===== src/rtl/tisc_pkg.sv =====
// Shared types and constants for the TISC multi-cycle control unit.
// Latency: n/a (declarations only).
// Backpressure: n/a.
package tisc_pkg;

  // Instruction opcodes carried in instr[15:12]; values 6..E are illegal.
  typedef enum logic [3:0] {
    OP_ADD  = 4'h0,
    OP_SUB  = 4'h1,
    OP_AND  = 4'h2,
    OP_OR   = 4'h3,
    OP_LD   = 4'h4,
    OP_ST   = 4'h5,
    OP_HALT = 4'hF
  } opcode_e;

  // Control FSM states.
  typedef enum logic [2:0] {
    IDLE   = 3'd0,
    FETCH  = 3'd1,
    DECODE = 3'd2,
    EXEC   = 3'd3,
    HALT   = 3'd4
  } state_e;

  // ALU function select encodings (equal to opcode[1:0] for ALU ops).
  localparam logic [1:0] ALU_ADD = 2'd0;
  localparam logic [1:0] ALU_SUB = 2'd1;
  localparam logic [1:0] ALU_AND = 2'd2;
  localparam logic [1:0] ALU_OR  = 2'd3;

  // Decoded attributes of the latched opcode.
  typedef struct packed {
    logic [1:0] alu_sel;
    logic       mem_op;
    logic       mem_to_reg;
    logic       is_reg_wr;
    logic       is_mem_wr;
    logic       is_halt;
    logic       is_illegal;
  } decode_t;

  // True for opcodes that have no defined meaning.
  function automatic logic op_is_illegal(input logic [3:0] op);
    return (op >= 4'h6) && (op <= 4'hE);
  endfunction

endpackage


===== src/rtl/tisc_control_unit_if.sv =====
// Control-unit <-> datapath signal bundle.
// Latency: n/a (wires only).
// Backpressure: mem_ready from the data memory stretches LD/ST execution.
interface tisc_control_unit_if #(
  parameter int RETIRE_W = 16
);
  logic                start;
  logic [3:0]          opcode;
  logic                mem_ready;
  logic [1:0]          alu_sel;
  logic                reg_write_en;
  logic                mem_write_en;
  logic                mem_to_reg;
  logic                mem_op;
  logic                pc_en;
  logic                busy;
  logic                halted;
  logic                illegal;
  logic [RETIRE_W-1:0] retired;

  // Control unit side.
  modport master (
    input  start, opcode, mem_ready,
    output alu_sel, reg_write_en, mem_write_en, mem_to_reg, mem_op,
           pc_en, busy, halted, illegal, retired
  );

  // Datapath / environment side.
  modport slave (
    output start, opcode, mem_ready,
    input  alu_sel, reg_write_en, mem_write_en, mem_to_reg, mem_op,
           pc_en, busy, halted, illegal, retired
  );
endinterface


===== src/rtl/tisc_opcode_decoder.sv =====
// Purely combinational opcode decoder for the latched instruction opcode.
// Latency: 0 cycles.
// Backpressure: none.
module tisc_opcode_decoder
  import tisc_pkg::*;
(
  input  logic [3:0] op,
  output decode_t    dec
);

  // Map opcode to ALU select, memory attributes and write-strobe classes.
  always_comb begin
    dec = '0;
    case (op)
      OP_ADD: begin dec.alu_sel = ALU_ADD; dec.is_reg_wr = 1'b1; end
      OP_SUB: begin dec.alu_sel = ALU_SUB; dec.is_reg_wr = 1'b1; end
      OP_AND: begin dec.alu_sel = ALU_AND; dec.is_reg_wr = 1'b1; end
      OP_OR:  begin dec.alu_sel = ALU_OR;  dec.is_reg_wr = 1'b1; end
      OP_LD: begin
        dec.mem_op     = 1'b1;
        dec.mem_to_reg = 1'b1;
        dec.is_reg_wr  = 1'b1;
      end
      OP_ST: begin
        dec.mem_op    = 1'b1;
        dec.is_mem_wr = 1'b1;
      end
      OP_HALT: dec.is_halt = 1'b1;
      default: dec.is_illegal = op_is_illegal(op);
    endcase
  end

endmodule


===== src/rtl/tisc_control_unit.sv =====
// Multi-cycle FETCH/DECODE/EXEC control FSM with start/halt, retire counter, sticky illegal flag.
// Latency: ALU/illegal-NOP 3 cycles from FETCH to pc_en; LD/ST 3 + cycles spent with mem_ready low.
// Backpressure: LD/ST hold in EXEC until mem_ready; start is ignored while busy.
module tisc_control_unit
  import tisc_pkg::*;
#(
  parameter int RETIRE_W     = 16,
  parameter bit ILLEGAL_HALT = 1'b0
) (
  input  logic clk,
  input  logic rst_n,
  tisc_control_unit_if.master bus
);

  state_e              state_q, state_d;
  logic [3:0]          op_q, op_d;
  logic                illegal_q, illegal_d;
  logic [RETIRE_W-1:0] retired_q, retired_d;

  decode_t dec;
  logic    exec_done;
  logic    dec_vis;

  tisc_opcode_decoder u_dec (
    .op  (op_q),
    .dec (dec)
  );

  // State, latched opcode, sticky flag and counter registers.
  always_ff @(posedge clk or negedge rst_n) begin
    if (!rst_n) begin
      state_q   <= IDLE;
      op_q      <= 4'h0;
      illegal_q <= 1'b0;
      retired_q <= '0;
    end else begin
      state_q   <= state_d;
      op_q      <= op_d;
      illegal_q <= illegal_d;
      retired_q <= retired_d;
    end
  end

  // Next-state logic; an instruction completes on the EXEC cycle where exec_done is high.
  always_comb begin
    state_d   = state_q;
    op_d      = op_q;
    illegal_d = illegal_q;
    retired_d = retired_q;
    exec_done = 1'b0;
    case (state_q)
      IDLE: begin
        if (bus.start) state_d = FETCH;
      end
      FETCH: begin
        op_d    = bus.opcode;
        state_d = DECODE;
      end
      DECODE: begin
        if (dec.is_illegal) illegal_d = 1'b1;
        // A HALT decode takes priority over any start seen in the same cycle.
        if (dec.is_halt || (dec.is_illegal && ILLEGAL_HALT)) state_d = HALT;
        else                                                 state_d = EXEC;
      end
      EXEC: begin
        // Memory ops wait for the data memory; everything else finishes at once.
        exec_done = !dec.mem_op || bus.mem_ready;
        if (exec_done) state_d = FETCH;
      end
      HALT: begin
        if (bus.start) state_d = FETCH;
      end
      default: state_d = IDLE;
    endcase
    if (exec_done) retired_d = retired_q + RETIRE_W'(1);
  end

  // Outputs are decoded from registered state, so an async reset clears them at once.
  always_comb begin
    dec_vis          = (state_q == DECODE) || (state_q == EXEC);
    bus.alu_sel      = dec_vis ? dec.alu_sel    : 2'd0;
    bus.mem_op       = dec_vis ? dec.mem_op     : 1'b0;
    bus.mem_to_reg   = dec_vis ? dec.mem_to_reg : 1'b0;
    bus.pc_en        = exec_done;
    bus.reg_write_en = exec_done && dec.is_reg_wr;
    bus.mem_write_en = exec_done && dec.is_mem_wr;
    bus.busy         = (state_q != IDLE) && (state_q != HALT);
    bus.halted       = (state_q == HALT);
    bus.illegal      = illegal_q;
    bus.retired      = retired_q;
  end

endmodule

===== src/flat_wrapper.sv =====
// flat-port wrapper written by rule: the top's interface ports become plain ports
module tisc_control_unit_flat import tisc_pkg::*;
#(
  parameter int RETIRE_W     = 16,
  parameter bit ILLEGAL_HALT = 1'b0
)
  (clk, rst_n, bus_start, bus_opcode, bus_mem_ready, bus_alu_sel, bus_reg_write_en, bus_mem_write_en, bus_mem_to_reg, bus_mem_op, bus_pc_en, bus_busy, bus_halted, bus_illegal, bus_retired);
  tisc_control_unit_if #(.RETIRE_W(RETIRE_W)) bus_i ();
  input  logic clk;
  input  logic rst_n;
  input wire logic [$bits(bus_i.start)-1:0] bus_start;
  input wire logic [$bits(bus_i.opcode)-1:0] bus_opcode;
  input wire logic [$bits(bus_i.mem_ready)-1:0] bus_mem_ready;
  output wire logic [$bits(bus_i.alu_sel)-1:0] bus_alu_sel;
  output wire logic [$bits(bus_i.reg_write_en)-1:0] bus_reg_write_en;
  output wire logic [$bits(bus_i.mem_write_en)-1:0] bus_mem_write_en;
  output wire logic [$bits(bus_i.mem_to_reg)-1:0] bus_mem_to_reg;
  output wire logic [$bits(bus_i.mem_op)-1:0] bus_mem_op;
  output wire logic [$bits(bus_i.pc_en)-1:0] bus_pc_en;
  output wire logic [$bits(bus_i.busy)-1:0] bus_busy;
  output wire logic [$bits(bus_i.halted)-1:0] bus_halted;
  output wire logic [$bits(bus_i.illegal)-1:0] bus_illegal;
  output wire logic [$bits(bus_i.retired)-1:0] bus_retired;
  assign bus_i.start = bus_start;
  assign bus_i.opcode = bus_opcode;
  assign bus_i.mem_ready = bus_mem_ready;
  assign bus_alu_sel = bus_i.alu_sel;
  assign bus_reg_write_en = bus_i.reg_write_en;
  assign bus_mem_write_en = bus_i.mem_write_en;
  assign bus_mem_to_reg = bus_i.mem_to_reg;
  assign bus_mem_op = bus_i.mem_op;
  assign bus_pc_en = bus_i.pc_en;
  assign bus_busy = bus_i.busy;
  assign bus_halted = bus_i.halted;
  assign bus_illegal = bus_i.illegal;
  assign bus_retired = bus_i.retired;
  tisc_control_unit #(.RETIRE_W(RETIRE_W), .ILLEGAL_HALT(ILLEGAL_HALT)) u_core (.clk(clk), .rst_n(rst_n), .bus(bus_i));
endmodule

===== config.mk =====
export PLATFORM = sky130hd
export DESIGN_NAME = tisc_control_unit_flat
export DESIGN_NICKNAME = d
export VERILOG_FILES = /design/src/rtl/tisc_pkg.sv /design/src/rtl/tisc_control_unit_if.sv /design/src/rtl/tisc_opcode_decoder.sv /design/src/rtl/tisc_control_unit.sv /design/src/flat_wrapper.sv
export SDC_FILE = /design/constraint.sdc
export NUM_CORES = 1
export LEC_CHECK = 0
export CORE_ASPECT_RATIO = 0.6
export CORE_MARGIN = 3
export CORE_UTILIZATION = 46
export DETAILED_ROUTE_END_ITERATION = 10
export GPL_ROUTABILITY_DRIVEN = 0
export HOLD_SLACK_MARGIN = 0.02
export PLACE_DENSITY = 0.78
export SYNTH_ARGS = -nofsm -noshare
export SYNTH_HDL_FRONTEND = slang
export SYNTH_HIERARCHICAL = 1
export SYNTH_SLANG_ARGS = --single-unit

===== constraint.sdc =====
create_clock -name clk -period 1.89 [get_ports clk]
set_input_delay 0.567 -clock clk [delete_from_list [all_inputs] [get_ports clk]]
set_output_delay 0.567 -clock clk [all_outputs]
set_load 0.01 [all_outputs]

; ---- After elaboration in Yosys (flattened, before gate mapping)
; Cells that the tools add are included.
[word_totals]
ff_bits = 24
latchBits = 0
ram_bits = 0
romBits = 0
input_bits = 8
output_inout_bits = 26
wordCells = 51
mem_count = 0
[classes]
n_addsub = 1
n_mul = 0
div_mod_pow = 0
magnitude_cmp = 2
eq_ne = 13
shift = 0
n_mux = 15
bitwise_logic = 0
reduce_logical = 16
[op_table]
columns = cell, n
row1 = adder 16 x 1 -> 16 bit (second input constant), 1
row2 = one-hot mux 3 bit (4 select lines), 1
row3 = two-way mux 1 bit, 9
row4 = two-way mux 3 bit, 3
row5 = equality test 4 x 2 -> 1 bit (second input constant), 2
row6 = equality test 4 x 3 -> 1 bit (second input constant), 2
row7 = OR reduction 7 bit, 1
row8 = equality test 3 x 2 -> 1 bit (second input constant), 2
row9 = one-hot mux 2 bit (3 select lines), 1
row10 = OR reduction 5 bit, 1
row11 = equality test 4 x 1 -> 1 bit (second input constant), 1
row12 = equality test 4 bit (second input constant), 1
row13 = greater-or-equal comparator 4 x 3 -> 1 bit (second input constant), 1
row14 = <= comparator 4 bit (second input constant), 1
row15 = logical AND 1 bit, 4
row16 = logical NOT 4 bit, 1
row17 = inequality test 2 x 1 -> 1 bit (second input constant), 2
row18 = AND reduction 2 bit, 2
row19 = OR reduction 2 bit, 2
row20 = equality test 3 x 1 -> 1 bit (second input constant), 1
row21 = equality test 3 bit (second input constant), 1
row22 = logical NOT 3 bit, 1
row23 = inequality test 3 bit (second input constant), 1
row24 = nonzero test 3 bit, 1
row25 = other kinds (3), 4

; ---- Longest topological paths before layout
; Gate-level depths: netlist of run 1.
[depth]
word_depth = 7
mapped_depth = 6
ltp_nobuf = 5

; ---- Hierarchy
; Netlist of run 1, hierarchy kept.
[by_module_without_submodules]
columns = mod, instances, cells_per_inst, area_each_um2, seq_area_each_um2
row1 = tisc_control_unit, 1, 97, 1111.1, 600.6
row2 = tisc_opcode_decoder, 1, 10, 71.3, 0.0

; ---- Worst setup path after synthesis of run 1
; No wires, ideal clock.
[synth_path]
path_kind = register to output
start = reg u_core.op_q[3]
end = out bus_mem_write_en
arrival_ns = 1.269
required_ns = 1.323
slack_ns = 0.054
stages_incl_launch_ff = 6
n_path_buf = 1
cell_sequence = dfrtp_1 > nor3b_2 > nand2b_1 > and3_1 > buf_2 > and2_1
[synth_rtl]
columns = element, line_no
row1 = from (decl), tisc_control_unit.sv:16  ; logic [3:0] op_q, op_d;
row2 = from (signal assigned), tisc_control_unit.sv:38  ; op_q <= op_d;
row3 = to (decl), flat_wrapper.sv:16  ; output wire logic [$bits(bus_i.mem_write_en)-1:0] bus_mem_write_en;

==> summary.md, run 1 <==
| Metric | Value |
|---|---|
| Die Area | around 3200 um2 |
| Avg WL per Cell | about 16 um |
| Global route total overflow | 0 |
| Slew HR | 0.792 |
| Avg Synthesized Cell Area | 11.1 um2 |
| Pleak | just under 0.8 nW |
| Seq/Total Area, Yosys | 0.508 |
| CP required | between 1 and 1.5 ns |
| Final nets | 170 |
| Final core utilization | 0.773 |
| Buffers on Ports | 33 |
| Ports | 34 |
| DRT antenna net count | 0 |
| Vias in the first global route | 923 |
| Critical path's slowest cell | dfrtp_1 |
| Fin crit period | around 2.1 ns |
| Initial antenna violation count | 0 |
| Core area | 2290 um2 |
| Hold Worst Slack | about 0.48 ns |
| Combined buffer and inverter count along the critical path | 3 |
| CTS H-tree lvls | 1 |
| CTS tree | built |
| Gr usage total | 0.192 |
| Synth area leader | dfrtp_1 |
| WS Path Type | flop to primary output |
| Mux contribution to synthesized area | 0.0476 |
| CP max stage delay | 0.40 ns |
| DIE HEIGHT | between 40 and 50 um |
| Post-DP Area | approximately 1700 um2 |
| Starting DRT DRC Count | ~90 |
| Cells after Synth | 107 |
| Area contributors post-synth | dfrtp_1 51%, xnor2_1 10%, mux2_2 4.8% |
| Yosys top cell area share | 0.508 |
| Via density | 5.29 |
| Slew @ Worst Pin | between 0.3 and 0.4 ns |
| Reg-to-reg startpoint | u_core/op_q[2]$_DFFE_PN0N_ |
| P&R area growth vs syn | 49.9% |
| Cell variety after synth | 32 |
| Largest net degree at the start of global routing | 25 |
| Row count | 13 |
| Root buf cell | clkbuf_8 |
| HPWL after DPL | approximately 2100 um |
| Commonest non-fill, non-tap cells in the layout | 23 x clkdlybuf4s50_1, 23 x dfrtp_1, 16 x buf_4, 14 x xnor2_1 |
| Tcrit/Tclk final | 1.10 |
| R2r setup slk | approximately 0.13 ns |
| CP Cell Sequence | nor3b_2, buf_4, nand2b_4, and3_4, buf_4, buf_6 |
| Critical-path maximum fanout | 3 |
| Hold buffers post-CTS | 0 |
| Clock edge transition at the registers on the reported setup and hold paths | about 0.090 ns |
| Fin. max-slew vios | 0 |
| Worst path arrival time | 1.51 ns |
| First-pass GRT wire length | 4690 um |
| Power Dens Cells | ~1300 nW/um2 |
| Synth Cell Area | roughly 1200 um2 |
| FF+latch count, synth | 24 |
| Clock skew | between 0.009 and 0.01 ns |
| Diode count | 0 |
| Fin. Hold Viols | 0 |
| Post-route DRC | 0 |
| Synth Net Count | roughly 120 |
| Cell mode on critical path | buf_4 |
| Xor-xnor portion of the synthesized cell area | 0.111 |
| Worst Setup End Kind | primary output |
| Drt first pass iters | 4 |
| Unrepaired setup endpoints after global routing | true |
| Outcome | finished with violations |
| DR vias | 1006 |
| Largest family of logic cells by synthesized area | simple AND/OR/NAND/NOR gates |
| Setup violators final | 5 |
| Reg2reg end | u_core/bus.retired[11]$_DFFE_PN0P_ |
| Synth Area in Simple Gates | 0.260 |
| Fin Setup TNS | -0.676 ns |
| Failing checks | setup timing |
| Max_cap viols | 0 |
| Detailed Route WL | 3000 um |
| Skew-Pair Late Insertion Delay | about 0.27 ns |
| Starting Density | 0.516 |
| Startpoint types | flop |
| Hold path cells | 1 |
| Reg2Reg Depth | 7 |
| Synth Area in Compound Gates | 0.0423 |
| Max rail drop VDD | 1.03 mV |
| Delay-heaviest family, CP | simple AND/OR/NAND/NOR gates |
| CTS Buf Count | 3 |
| Die Wd | just over 70 um |
| Layout cell share with drive strength beyond 1 | 0.325 |
| Post-route cell area | around 1800 um2 |
| Yosys warning total | 6 |
| Area share of fa/ha/maj cells after synthesis | 0.0106 |
| WHS Endpoint | u_core/bus.retired[15]$_DFFE_PN0P_ |
| Type of the tightest min-delay check | flop to flop |
| Hold Crit Start | u_core/bus.retired[15]$_DFFE_PN0P_ |
| Worst setup margin | -0.185 ns |
| Clock buffer depth | 2 |
| Clk sink count | 24 |
| Fmax | 482 MHz |
[sequential cells by signal, summed over array words and instances, names as in the netlist]
name,cells
u_core/bus.retired,16
u_core/bus.illegal,1
u_core/op_q,4
u_core/state_q,3
[cells in the mapped netlist]
cell,number
and2b_4,1
a31oi_1,1
a22oi_1,1
and4_2,1
o21ai_0,2
dfrtp_1,24
o21a_1,1
and3_1,4
nand3_1,7
nand2b_1,1
inv_1,4
nand4b_2,1
a21oi_1,2
nor3b_2,1
and2b_1,1
nor4_4,1
nor2b_1,1
nor2_1,6
mux2_2,5
a31o_2,1
xor2_1,1
or2_2,1
buf_2,1
xnor2_1,14
nor3_1,2
and4_1,1
ha_1,1
clkbuf_1,1
nand4_1,5
nand2_1,4
nor3b_1,2
and2_1,8
[report_power, final]
part	total, mW	internal, mW	switching, mW
combinational	1.21	0.672	0.543
clock	0.345	0.186	0.159
sequential	0.794	0.647	0.146
total	2.35	1.50	0.849
[area by class of cell]
type / instances / area (um2)
Sequential cell: 24 / 602
Multi-Input combinational cell: 77 / 599
Fill cell: 151 / 520
Timing Repair Buffer: 51 / 464
Clock buffer: 4 / 55.1
Tap cell: 30 / 37.5
Inverter: 4 / 15.0
[what timing repair did]
| item | 4_1_cts | 5_1_grt |
|---|---|---|
| gates cloned | 0 | 0 |
| gates resized for setup | 37 | 17 |
| setup buffers | 2 | 2 |
| pin swaps | 5 | 2 |
| setup endpoints to repair | 9 | 10 |
[per-layer routing]
layer / global-route usage / part of all wire / routed length (um)
met1: 0.248 / 0.47 / 1410
met2: 0.328 / 0.48 / 1450
met3: 0.0489 / 0.043 / 129
met4: 0.0524 / 0.0030 / 9
met5: 0 / 0 / 0
[cells by family (layout without fill, tap and decap cells)]
logic type | after synthesis | in the layout
compound gates | 8 | 8
xor+xnor | 15 | 15
fa+ha+maj | 1 | 1
buf+inv | 6 | 59
flops | 24 | 24
mux | 5 | 5
simple gates | 48 | 48
[through the flow]
step                      total power [mW]  cells  worst slack (ns)
after global routing                  2.51    190            -0.278
after detailed placement              1.86    183            -0.738
final                                 2.35    190            -0.185
after CTS                             2.26    189            -0.175
after floorplan                       1.30    107            0.0538
after global placement                1.82    183            -0.713
[how the worst max path moves through the flow]
stage	start	endpoint	depth (start not counted)
floorplan	u_core/op_q[3]$_DFFE_PN0N_	bus_mem_write_en	5
global placement	bus_mem_ready	bus_reg_write_en	5
detailed placement	bus_mem_ready	bus_mem_write_en	5
CTS	u_core/op_q[1]$_DFFE_PN0N_	bus_mem_write_en	6
global route	u_core/op_q[3]$_DFFE_PN0N_	bus_pc_en	6
finish	u_core/op_q[3]$_DFFE_PN0N_	bus_pc_en	6
No activity file was read; power rests on OpenSTA's default activity.
==> run 2: changes to the inputs <==
Settings changed: CORE_ASPECT_RATIO 0.6 to unset, CORE_UTILIZATION 46 to 60, DONT_BUFFER_PORTS set to 1, PLACE_DENSITY 0.78 to 0.76.
==> run 2 against run 1 <==
Compared with the run above: the flow still finishes with violations (setup timing); first-iteration DRC count down 64%; critical path depth down 2; hold slack worse by 0.11 ns; sequential cell count unchanged; critical endpoint is now bus_reg_write_en.
==> summary.md, run 2 (same netlist as run 1, synthesis figures left out) <==
| Metric | Value |
|---|---|
| HPWL after DPL | 1610 um (was 2090 um) |
| Fin crit period | 1.99 ns (was 2.07 ns) |
| Max rail drop VDD | 1.24 mV (was 1.03 mV) |
| Outcome | finished with violations (unchanged) |
| Detailed Route WL | 2540 um (was 3000 um) |
| First-pass GRT wire length | 4360 um (was 4690 um) |
| DRT antenna net count | 0 (unchanged) |
| Fin. Hold Viols | 0 (unchanged) |
| Max_cap viols | 0 (unchanged) |
| Buffers on Ports | 0 (was 33) |
| Unrepaired setup endpoints after global routing | true (unchanged) |
| Most common cell after layout, fill and taps aside | dfrtp_1 |
| DIE HEIGHT | 50.4 um (was 45.3 um) |
| Type of the tightest min-delay check | primary input to flop (was flop to flop) |
| Pre-CTS setup slack | 0.135 ns (was -0.738 ns) |
| Drt first pass iters | 4 (unchanged) |
| Vias in the first global route | 889 (was 923) |
| Initial antenna violation count | 0 (unchanged) |
| CTS Buf Count | 3 (unchanged) |
| Avg WL per Cell | 16.8 um (was 15.8 um) |
| Met2 routed WL | 1220 um (was 1450 um) |
| Clock skew | 0.00387 ns (was 0.00915 ns) |
| Startpoint types | flop (unchanged) |
| Setup violators final | 4 (was 5) |
| Worst setup margin | -0.0999 ns (was -0.185 ns) |
| Die Wd | 50.4 um (was 71.5 um) |
| Diode count | 0 (unchanged) |
| Core area | 1800 um2 (was 2290 um2) |
| M1 WL | 1100 um (was 1410 um) |
| Pleak | 0.618 nW (was 0.780 nW) |
| Worst path arrival time | 1.42 ns (was 1.51 ns) |
| DR vias | 878 (was 1006) |
| Failing checks | setup timing (unchanged) |
| Row count | 15 (was 13) |
| Post-route DRC | 0 (unchanged) |
| Max reg flops | 16 (unchanged) |
| Clock edge transition at the registers on the reported setup and hold paths | 0.13 ns (was 0.09 ns) |
| Commonest non-fill, non-tap cells in the layout | 22 x dfrtp_1, 14 x xnor2_1, 12 x buf_4, 7 x nand3_1 (was 23 x clkdlybuf4s50_1, 23 x dfrtp_1, 16 x buf_4, 14 x xnor2_1) |
| Power Dens Cells | 1410 nW/um2 (was 1330 nW/um2) |
| CP required | 1.32 ns (about the same) |
| Largest net degree at the start of global routing | 25 (unchanged) |
| Fmax | 503 MHz (was 482 MHz) |
| Slew @ Worst Pin | 1.06 ns (was 0.311 ns) |
| P&R area growth vs syn | 20.2% (was 49.9%) |
| Post-route non-filler standard cell count | 151 (was 190) |
| Fin. max-slew vios | 0 (unchanged) |
| Via density | 5.81 (was 5.29) |
| Ports | 34 (unchanged) |
| Root buf cell | clkbuf_4 (was clkbuf_8) |
| Final nets | 136 (was 170) |
| Skew-Pair Late Insertion Delay | 0.31 ns (was 0.27 ns) |
| Starting Density | 0.656 (was 0.516) |
| Fin Setup TNS | -0.325 ns (was -0.676 ns) |
| Gr usage total | 0.231 (was 0.192) |
| Hold Worst Slack | 0.369 ns (was 0.477 ns) |
| CTS H-tree lvls | 1 (unchanged) |
| Slew HR | 0.293 (was 0.792) |
| Top Layer Used | met4 (unchanged) |
| Clk sink count | 24 (unchanged) |
| Die Area | 2540 um2 (was 3230 um2) |
| Global route total overflow | 0 (unchanged) |
| Clock buffer depth | 2 (unchanged) |
| Routed wl met3 | 191 um (was 129 um) |
| Placed Cells | 137 (was 183) |
| Worst Setup End Kind | primary output (unchanged) |
| Critical-path maximum fanout | 4 (was 3) |
| Layout cell share with drive strength beyond 1 | 0.333 (was 0.325) |
| CTS tree | built (unchanged) |
| WS Path Type | flop to primary output (unchanged) |
| Starting DRT DRC Count | 32 (was 88) |
| Tcrit/Tclk final | 1.05 (was 1.10) |
run 2: cell count changes in the layout (fill, tap and decap cells not counted), sizes merged:
cell and change:
buf -10, dlygate4sd3 +1, clkdlybuf4s50 -23, clkdlybuf4s15 -1
dlygate4sd2 -1
run 2: repair_timing:
item,CTS,global route
pin swaps,3,5
setup endpoints to repair,5,9
hold buffers,1,0
hold endpoints to repair,24,0
setup buffers,8,3
cloned,0,0
resized for setup,8,7
run 2: per-stage QoR:
stage,power [mW],area [um2],utilization
global route,2.13,1420,0.789
floorplan,1.30,1180,-
finish,2.00,1420,0.789
CTS,1.92,1390,0.772
global placement,1.50,1260,0.698
detailed placement,1.53,1260,0.698
run 2: layout make-up:
cell class	count	area, um2
clock buffers	4	36.3
fillers	110	380
inverters	4	15.0
multi-input cells	77	591
flip-flops and latches	24	603
well taps	25	31.3
repair buffers	17	145
run 2: critical path, stage by stage, from the launching register on:
cell and delay, ns:
dfrtp_1 0.44, nor3b_4 0.20, nand2b_1 0.11, and3_4 0.21, and2_4 0.15
run 2: power by group:
part / switching, mW / internal [mW] / leakage, nW
combinational: 0.432 / 0.466 / 0.292
sequential: 0.186 / 0.648 / 0.305
clock: 0.156 / 0.118 / 0.0210
run 2: final timing paths:
kind / start / end / slack [ns] / cells after the start
min: bus_start / u_core/state_q[0]$_DFFE_PN0P_ / 0.37 / 2
min in group asynchronous: rst_n / u_core/bus.retired[3]$_DFFE_PN0P_ / 0.87 / 1
max reg2reg: u_core/op_q[1]$_DFFE_PN0N_ / u_core/state_q[1]$_DFFE_PN0P_ / 0.08 / 11
min reg2reg: u_core/state_q[0]$_DFFE_PN0P_ / u_core/state_q[2]$_DFFE_PN0P_ / 0.50 / 1
max: u_core/op_q[1]$_DFFE_PN0N_ / bus_reg_write_en / -0.1 / 4
max in group asynchronous: rst_n / u_core/state_q[0]$_DFFE_PN0P_ / 0.32 / 1
run 2: per-layer routing:
layer / track usage / up-vias
li1: - / 408
met1: 0.311 / 428
met2: 0.361 / 38
met3: 0.0534 / 4
met4: 0.0942 / 0
met5: 0 / -
